File: src/rtl/alu_regfile_core.sv
// ---------------------------------------------------------------------------
// alu_regfile_core
//
// Accumulator-style ALU with a small register file. R0 is the accumulator
// (operand A and write-back target); operand B is R[sel]. Load commands
// complete in one edge. ALU commands run IDLE -> EXEC -> WB (3 edges from
// accept to done). New commands are ignored while busy.
//
// Optional feature macro: ALU_REGFILE_MUL_EN
//   defined   : op 11 is a shift-add unsigned multiply that spends WIDTH
//               cycles in state MUL, writes the low half to R0 and the high
//               half to R1 (latency WIDTH+3 edges).
//   undefined : op 11 is a NOP and no multiplier logic exists.
//
// Parameters
//   WIDTH  datapath / register width (4..32)
//   NREG   number of registers, power of two (2..16)
//
// Ports
//   clk        clock, rising edge
//   rst        asynchronous active-high reset
//   data_in    load data
//   sel        register select (load target / operand B)
//   op         operation code (ALU commands only)
//   cin        carry/borrow in
//   load       1 = load command, 0 = ALU command
//   ce         command strobe
//   busy       ALU command in flight
//   done       one-cycle pulse on write-back
//   data_out   current R0
//   carry_flag carry/borrow from last flag-updating op
//   zero_flag  last written-back R0 is zero
// ---------------------------------------------------------------------------
module alu_regfile_core #(
  parameter int WIDTH = 8,
  parameter int NREG  = 8,
  localparam int SELW = $clog2(NREG)
) (
  input  logic             clk,
  input  logic             rst,
  input  logic [WIDTH-1:0] data_in,
  input  logic [SELW-1:0]  sel,
  input  logic [3:0]       op,
  input  logic             cin,
  input  logic             load,
  input  logic             ce,
  output logic             busy,
  output logic             done,
  output logic [WIDTH-1:0] data_out,
  output logic             carry_flag,
  output logic             zero_flag
);

  typedef enum logic [1:0] {
    ST_IDLE = 2'd0,
    ST_EXEC = 2'd1,
    ST_WB   = 2'd2
`ifdef ALU_REGFILE_MUL_EN
    , ST_MUL = 2'd3
`endif
  } state_t;

  state_t           state_r;
  state_t           state_s;

  logic [WIDTH-1:0] regs_r [NREG];
  logic [SELW-1:0]  sel_r;
  logic [3:0]       op_r;
  logic             cin_r;
  logic [WIDTH-1:0] result_r;
  logic             res_carry_r;
  logic             done_r;
  logic             carry_r;
  logic             zero_r;

  logic             accept_alu_s;
  logic             accept_load_s;
  logic             busy_s;
  logic [WIDTH-1:0] opa_s;
  logic [WIDTH-1:0] opb_s;
  logic [WIDTH:0]   wide_s;
  logic [WIDTH-1:0] alu_res_s;
  logic             alu_carry_s;

`ifdef ALU_REGFILE_MUL_EN
  localparam int CW = $clog2(WIDTH);
  logic [2*WIDTH-1:0] prod_r;
  logic [CW-1:0]      mul_cnt_r;
  logic [WIDTH:0]     mul_sum_s;
`endif

  // State register
  always_ff @(posedge clk or posedge rst) begin
    if (rst) begin
      state_r <= ST_IDLE;
    end else begin
      state_r <= state_s;
    end
  end

  // Next-state logic
  always_comb begin
    state_s = state_r;
    case (state_r)
      ST_IDLE: begin
        if (accept_alu_s) begin
          state_s = ST_EXEC;
        end else begin
          state_s = ST_IDLE;
        end
      end
      ST_EXEC: begin
`ifdef ALU_REGFILE_MUL_EN
        if (op_r == 4'd11) begin
          state_s = ST_MUL;
        end else begin
          state_s = ST_WB;
        end
`else
        state_s = ST_WB;
`endif
      end
      ST_WB: state_s = ST_IDLE;
`ifdef ALU_REGFILE_MUL_EN
      ST_MUL: begin
        if (mul_cnt_r == CW'(WIDTH - 1)) begin
          state_s = ST_WB;
        end else begin
          state_s = ST_MUL;
        end
      end
`endif
      default: state_s = ST_IDLE;
    endcase
  end

  // Command qualification and status decode
  always_comb begin
    busy_s        = (state_r != ST_IDLE);
    accept_load_s = !busy_s && ce && load;
    accept_alu_s  = !busy_s && ce && !load;
  end

  assign busy       = busy_s;
  assign done       = done_r;
  assign data_out   = regs_r[0];
  assign carry_flag = carry_r;
  assign zero_flag  = zero_r;

  // ALU: A is always the accumulator, B the latched register select
  always_comb begin
    opa_s       = regs_r[0];
    opb_s       = regs_r[sel_r];
    wide_s      = {(WIDTH+1){1'b0}};
    alu_res_s   = opa_s;
    alu_carry_s = carry_r;
    case (op_r)
      4'd0: begin
        wide_s      = {1'b0, opa_s} + {1'b0, opb_s} + {{WIDTH{1'b0}}, cin_r};
        alu_res_s   = wide_s[WIDTH-1:0];
        alu_carry_s = wide_s[WIDTH];
      end
      4'd1: begin
        // Bit WIDTH of the extended difference is the borrow
        wide_s      = {1'b0, opa_s} - {1'b0, opb_s} - {{WIDTH{1'b0}}, cin_r};
        alu_res_s   = wide_s[WIDTH-1:0];
        alu_carry_s = wide_s[WIDTH];
      end
      4'd2: begin alu_res_s = opa_s & opb_s; alu_carry_s = 1'b0; end
      4'd3: begin alu_res_s = opa_s | opb_s; alu_carry_s = 1'b0; end
      4'd4: begin alu_res_s = opa_s ^ opb_s; alu_carry_s = 1'b0; end
      4'd5: begin alu_res_s = ~opa_s;        alu_carry_s = 1'b0; end
      4'd6: begin
        alu_res_s   = {opa_s[WIDTH-2:0], cin_r};
        alu_carry_s = opa_s[WIDTH-1];
      end
      4'd7: begin
        alu_res_s   = {cin_r, opa_s[WIDTH-1:1]};
        alu_carry_s = opa_s[0];
      end
      4'd8: begin alu_res_s = opb_s; alu_carry_s = 1'b0; end
      4'd9: begin
        wide_s      = {1'b0, opa_s} + {{WIDTH{1'b0}}, 1'b1};
        alu_res_s   = wide_s[WIDTH-1:0];
        alu_carry_s = wide_s[WIDTH];
      end
      4'd10: begin
        wide_s      = {1'b0, opa_s} - {{WIDTH{1'b0}}, 1'b1};
        alu_res_s   = wide_s[WIDTH-1:0];
        alu_carry_s = wide_s[WIDTH];
      end
      // 11 (multiply is handled separately) and 12..15: keep R0 and carry
      default: begin
        alu_res_s   = opa_s;
        alu_carry_s = carry_r;
      end
    endcase
  end

`ifdef ALU_REGFILE_MUL_EN
  // Partial-product add for one shift-add step (A = accumulator)
  always_comb begin
    if (prod_r[0]) begin
      mul_sum_s = {1'b0, prod_r[2*WIDTH-1:WIDTH]} + {1'b0, regs_r[0]};
    end else begin
      mul_sum_s = {1'b0, prod_r[2*WIDTH-1:WIDTH]};
    end
  end

  // Shift-add multiplier: product high half accumulates, multiplier shifts out
  always_ff @(posedge clk or posedge rst) begin
    if (rst) begin
      prod_r    <= {(2*WIDTH){1'b0}};
      mul_cnt_r <= {CW{1'b0}};
    end else if (state_r == ST_EXEC) begin
      prod_r    <= {{WIDTH{1'b0}}, opb_s};
      mul_cnt_r <= {CW{1'b0}};
    end else if (state_r == ST_MUL) begin
      prod_r    <= {mul_sum_s, prod_r[WIDTH-1:1]};
      mul_cnt_r <= mul_cnt_r + {{(CW-1){1'b0}}, 1'b1};
    end else begin
      prod_r    <= prod_r;
      mul_cnt_r <= mul_cnt_r;
    end
  end
`endif

  // Command latch, ALU result, register file, flags and done pulse
  always_ff @(posedge clk or posedge rst) begin
    if (rst) begin
      for (int i = 0; i < NREG; i++) begin
        regs_r[i] <= {WIDTH{1'b0}};
      end
      sel_r       <= {SELW{1'b0}};
      op_r        <= 4'd0;
      cin_r       <= 1'b0;
      result_r    <= {WIDTH{1'b0}};
      res_carry_r <= 1'b0;
      done_r      <= 1'b0;
      carry_r     <= 1'b0;
      zero_r      <= 1'b0;
    end else begin
      done_r <= (state_r == ST_WB);
      if (accept_alu_s) begin
        sel_r <= sel;
        op_r  <= op;
        cin_r <= cin;
      end
      if (state_r == ST_EXEC) begin
        result_r    <= alu_res_s;
        res_carry_r <= alu_carry_s;
      end
      if (accept_load_s) begin
        regs_r[sel] <= data_in;
      end else if (state_r == ST_WB) begin
`ifdef ALU_REGFILE_MUL_EN
        if (op_r == 4'd11) begin
          regs_r[0] <= prod_r[WIDTH-1:0];
          regs_r[1] <= prod_r[2*WIDTH-1:WIDTH];
          carry_r   <= (prod_r[2*WIDTH-1:WIDTH] != {WIDTH{1'b0}});
          zero_r    <= (prod_r[WIDTH-1:0] == {WIDTH{1'b0}});
        end else begin
          regs_r[0] <= result_r;
          carry_r   <= res_carry_r;
          zero_r    <= (result_r == {WIDTH{1'b0}});
        end
`else
        regs_r[0] <= result_r;
        carry_r   <= res_carry_r;
        zero_r    <= (result_r == {WIDTH{1'b0}});
`endif
      end
    end
  end

endmodule

File: config.mk
export PLATFORM = sky130hd
export DESIGN_NAME = alu_regfile_core
export DESIGN_NICKNAME = d
export VERILOG_FILES = /design/src/rtl/alu_regfile_core.sv
export SDC_FILE = /design/constraint.sdc
export NUM_CORES = 1
export LEC_CHECK = 0
export CELL_PAD_IN_SITES_DETAIL_PLACEMENT = 0
export CELL_PAD_IN_SITES_GLOBAL_PLACEMENT = 1
export CORE_MARGIN = 3
export CORE_UTILIZATION = 49
export CTS_CLUSTER_DIAMETER = 120
export CTS_CLUSTER_SIZE = 8
export DETAILED_ROUTE_END_ITERATION = 7
export HOLD_SLACK_MARGIN = 0.12
export PLACE_DENSITY_LB_ADDON = 0.1
export SETUP_SLACK_MARGIN = 0.4
export SKIP_LAST_GASP = 1
export SYNTH_ARGS = -nofsm -noshare
export SYNTH_HDL_FRONTEND = slang
export SYNTH_SLANG_ARGS = --single-unit
File: constraint.sdc
create_clock -name clk -period 3.6 [get_ports clk]
set_input_delay 0.36 -clock clk [delete_from_list [all_inputs] [get_ports clk]]
set_output_delay 0.36 -clock clk [all_outputs]
set_load 0.02 [all_outputs]
After elaboration in Yosys (flattened, before gate mapping)
Index checks and enable logic that the tools add are counted.
Word-level totals
  input bits: 20
  word-level logic and storage cells: 70
  output and inout port bits: 12
  flip-flop bits (word level): 86
Cells by class
  reduce and logical (&&, ||, !) cells: 13
  magnitude comparators: 3
  $add $sub $neg: 6
  mux-type cells: 12
  eq/ne operators: 12
  bitwise operators: 7
Operators with widths (count)
  8-bit case mux with 11 select lines: 1
  64-bit bitwise mux: 1
  8-bit two-way mux: 5
  8-bit binary-select mux with 3-bit select: 1
  8-bit demux with 3-bit select: 1
  4-bit by 3-bit equality test with 1-bit output, second input constant: 4
  4-bit equality test, second input constant: 3
  8-bit by 1-bit adder with 9-bit output, second input constant: 1
  8-bit by 8-bit adder with 9-bit output: 1
  9-bit by 1-bit adder with 9-bit output: 1
  8-bit by 1-bit subtractor with 9-bit output, second input constant: 1
  8-bit by 8-bit subtractor with 9-bit output: 1
  9-bit by 1-bit subtractor with 9-bit output: 1
  8-bit bitwise AND: 1
  4-bit by 2-bit equality test with 1-bit output, second input constant: 2
  4-bit greater-or-equal comparator, second input constant: 2
  8-bit zero test: 1
  3-bit inverter with 4-bit output: 2
  8-bit inverter: 1
  8-bit OR: 1
  8-bit bitwise XOR: 1
  1-bit case mux with 7 select lines: 1
  5-bit OR reduction: 1
  4-bit by 1-bit equality test with 1-bit output, second input constant: 1
  12 further kinds: 17

Logic depth before layout (Yosys ltp)
  word-level depth: 7
  gate-level depth with buffers: 14
  gate-level depth less buffers: 12

Least setup slack after synthesis
OpenSTA, ideal clock, no wires.
  path type: register to register
  start: register sel_r[0]
  end: register res_carry_r
  path slack: 0.363 ns
  cell stages (with the launch flop): 13
  data required time: 3.469 ns
  clock period less this slack: 3.237 ns
  library setup time: 0.131 ns
  arrival time: 3.105 ns
  buffers on the path: 1
  cell sequence: dfrtp_1 > buf_6 > mux4_2 > mux2_2 > fa_1 > inv_1 > fa_1 > nor2b_1 > o31a_1 > o31a_1 > o31a_1 > a2111oi_0 > o21ai_1
On the way
  longest elaborated chain between the ends: 7
  elaborated cells between the ends (all ways): 9
  classes of those cells: add/sub (4); mux (4); bitwise (1)
RTL lines
  start: declaration: RTL line 67  | logic [SELW-1:0] sel_r;
  start signal: assignment: RTL line 234  | sel_r <= {SELW{1'b0}};
  start signal: assignment: RTL line 245  | sel_r <= sel;
  3-bit inverter with 4-bit output (not written as such) *: RTL line 153  | opb_s = regs_r[sel_r];
  8-bit binary-select mux with 3-bit select *: RTL line 153
  8-bit two-way mux (not written as such) * (2 in series): RTL line 153
  8-bit by 8-bit subtractor with 9-bit output / 8-bit by 8-bit adder with 9-bit output (equally long branches): RTL line 165, 159
  9-bit by 1-bit subtractor with 9-bit output / 9-bit by 1-bit adder with 9-bit output (equally long branches): RTL line 165, 159
  1-bit case mux with 7 select lines *: RTL line 157  | case (op_r)
  end signal: assignment: RTL line 251  | res_carry_r <= alu_carry_s;
  end: declaration: RTL line 71  | logic res_carry_r;
Mark *: on every way between the ends. The rest lies on a longest branch, timed or not. The select of a mux whose other input is x is not followed.
A chain may end at the register's enable or synchronous reset.

Final worst setup path
Ends and elaborated chain as after synthesis.

==> impl_results.md <==
* Slew margin rel. at 39.7%
* I/O Buffers at 31
* Commonest non-fill, non-tap cell in the layout: dfrtp_1
* Placer congestion estimate at 0.895
* Cts bufs inserted at 9
* Die ar. at 0.0136 sq mm
* GRT overflow at 0
* CTS H-tree lvls at 3
* Post-synth top flop: dfrtp_1
* CP bufs+invs at 1
* Post-synth cell types at 70
* Avg Inst Size Synth at 10.5 sq um
* Rows at 39
* First DRT Iteration DRCs at 405
* Vias in the first global route at 4881
* RSZ-0062 raised after global routing: yes
* CTS tree: built
* Detailed Route WL at 16.1 mm
* Leakage at 2.96 nW
* Slew of the pin with the lowest slew margin at 0.901 ns
* Wirelength per Cell at 21.4 um
* Post-DP HPWL at 12.0 mm
* Worst path arrival time at 3.52 ns
* Layout overhead on the synthesized area at 16.7%
* # IOs at 32
* Vias at 4701
* Cell area after layout at 0.00699 sq mm
* PnR worst setup slack at 0.313 ns
* Synth async-reset ratio at 100%
* Post-route minimum period at 3.29 ns
* Layout cells sized above 1 at 26.9%
* Post-CTS Hold Buffers at 0
* Worst Skew at 0.0107 ns
* CP endpoint kind: flip-flop
* Initial antenna violation count at 0
* Clk_lat worst skew at 0.34 ns
* Final setup fails at 0
* Height of the die at 117 um
* Worst-path fanout max at 4
* Post-Layout Cell Count at 750
* Routed vias/inst at 6.27
* Placed Cells at 732
* Mapped Cells at 568
* Slowest-stage cell, CP: mux4_2
* Drt pass-1 iters at 5
* Total track usage at 25.3%
* Final Cycle Share at 91.3%
* First-pass GRT wire length at 26.4 mm
* Min-Delay Path Class: in -> async
* Crit path max-delay family: compound AO/OA/AOI/OAI gates
* Pin count of the biggest net entering global routing at 52
* Synth Net Count at 624
* Core Region at 0.0117 sq mm
* Die Span X at 117 um
* NumNets Final at 658
* Critical Path Max Stage Delay at 0.53 ns
* DR DRC count at 0
* Crit path top cell by count: o31a_1
* Peak supply drop at 0.451 mV
* Final ANT Viol Nets at 0
* Cell Area, Synth at 0.00599 sq mm
* YS warnings at 0
* Critical Path RT at 3.83 ns
* Startpoint types: flip-flop
* CP cell instances: mux4_2 -> mux2_4 -> fa_2 -> inv_1 -> fa_2 -> nor2b_1 -> o31a_1 -> o31a_1 -> o31a_1 -> a2111oi_4 -> o21ai_1
* Hold Fails Final Rpt at 0
* Most frequent cells in the layout: dfrtp_1, mux2_2, nand2_1
* Number of max-cap violations at 0
* Initial core utilization at 51.3%
* Clk buf depth at 2
* Clock sinks at 86
* Placement Cell Area at 0.00651 sq mm
* Post-synth EDFFs at 0
* #FFs+latches synth at 86
* Sequential fraction of the synthesis area at 35.9%
* Max Fclk at 304 MHz
* Total inserted antenna cells at 0
* PD cells at 826 mW/mm^2
* Pins over their slew limit at 0
* Clock transition at the registers of the reported paths at 0.07 ns
* Root Buffer: clkbuf_16
* Worst setup path class: reg -> reg
* Pre-CTS setup slack at -0.0422 ns
* Status: completed
## flip-flops by register name, summed over array words and instances, names as in the netlist
register / flops
res_carry_r: 1
zero_flag: 1
op_r: 4
sel_r: 3
done: 1
cin_r: 1
data_out: 8
state_r: 2
regs_r: 56
carry_flag: 1
result_r: 8
## report_power, final
| part | leakage [nW] | switching (mW) | total (mW) | internal, mW |
|---|---|---|---|---|
| logic | 1.74 | 1.77 | 3.30 | 1.54 |
| clock network | 0.150 | 0.387 | 1.00 | 0.613 |
| registers | 1.07 | 0.236 | 1.47 | 1.24 |
## through the flow
| stage | TNS (ns) | hold slack (ns) | utilization, % | total power, mW |
|---|---|---|---|---|
| final | 0 | 0.481 | 59.9 | 5.78 |
| after detailed placement | -0.0422 | 0.483 | 55.8 | 4.49 |
| after floorplan | 0 | 0.450 | - | 3.63 |
| after global placement | 0 | 0.480 | 55.8 | 4.43 |
| after CTS | 0 | 0.502 | 59.7 | 5.70 |
| after global routing | 0 | 0.520 | 59.9 | 6.18 |
## layout make-up
cell class,instances,area [sq um]
timing repair buffer,67,597
clock inverter,6,92.6
multi-input combinational,405,3610
sequential,86,2150
tap,143,179
fill,1000,4670
inverter,33,125
clock buffer,10,229
## layer usage
layer  GRT usage (%)  share of wire [%]  vias up
met3            3.89                4.4       21
met2            42.6                 50      130
met5               0                  0        -
met4            8.03                1.7        0
met1            33.7                 44     2368
li1                -                  -     2182
## repair_timing
item / CTS / global route
resized for setup: 20 / 5
hold endpoints to repair: 0 / 0
setup buffers: 2 / 0
cloned: 0 / 0
pin swaps: 5 / 4
setup endpoints to repair: 7 / 7
## cell usage after synthesis, types with 3 or more instances
library cell   n  area (sq um)
nand3_1       10          50.1
o21bai_1       4          30.0
and2_1         3          18.8
xor2_1         3          26.3
o21a_1         4          30.0
mux2i_1        8          80.1
o21ai_1        3          15.0
nand2_1       43           161
a21o_1         4          30.0
nand4_1        3          18.8
nand2b_1       5          31.3
o21ai_0       30           150
nor3b_1        3          22.5
buf_4         10          75.1
a22oi_1       13          97.6
mux2_2        65           732
xnor2_1        7          61.3
o221ai_1       6          52.6
o31a_1         5          43.8
a31oi_1        7          43.8
a221oi_1       3          26.3
mux4_2        15           338
clkbuf_1      11          41.3
fa_1           4          80.1
buf_2         19          95.1
a211oi_1       8          60.1
nor3_1        13          65.1
inv_1         31           116
mux4_1         4           105
dfrtp_1       86          2150
a21oi_1       12          60.1
ha_1          32           400
nor4_1         6          37.5
or3_1          4          25.0
nand3b_1       4          30.0
o22ai_1        7          43.8
nor2_1        28           105
## final timing paths
kind                       slack, ns  depth (start not counted)          end        from
setup / recovery                0.31                         11  res_carry_r    sel_r[0]
hold / removal                  0.48                          2   regs_r[10]         rst
setup reg to reg                0.31                         11  res_carry_r    sel_r[0]
hold reg to reg                 0.50                          1   regs_r[28]  regs_r[28]
max in group asynchronous       2.36                          3  data_out[1]         rst
min in group clk                0.50                          1   regs_r[28]  regs_r[28]
## kinds of logic after synthesis
| kind of cell | after synthesis | share of synthesized area (%) |
|---|---|---|
| simple gates | 139 | 12.2 |
| compound gates | 126 | 14.7 |
| mux | 94 | 21.6 |
| flops | 86 | 35.9 |
| buf+inv | 77 | 6.10 |
| fa+ha+maj | 36 | 8.02 |
| xor+xnor | 10 | 1.46 |
Power figures use the tool's default switching activity.
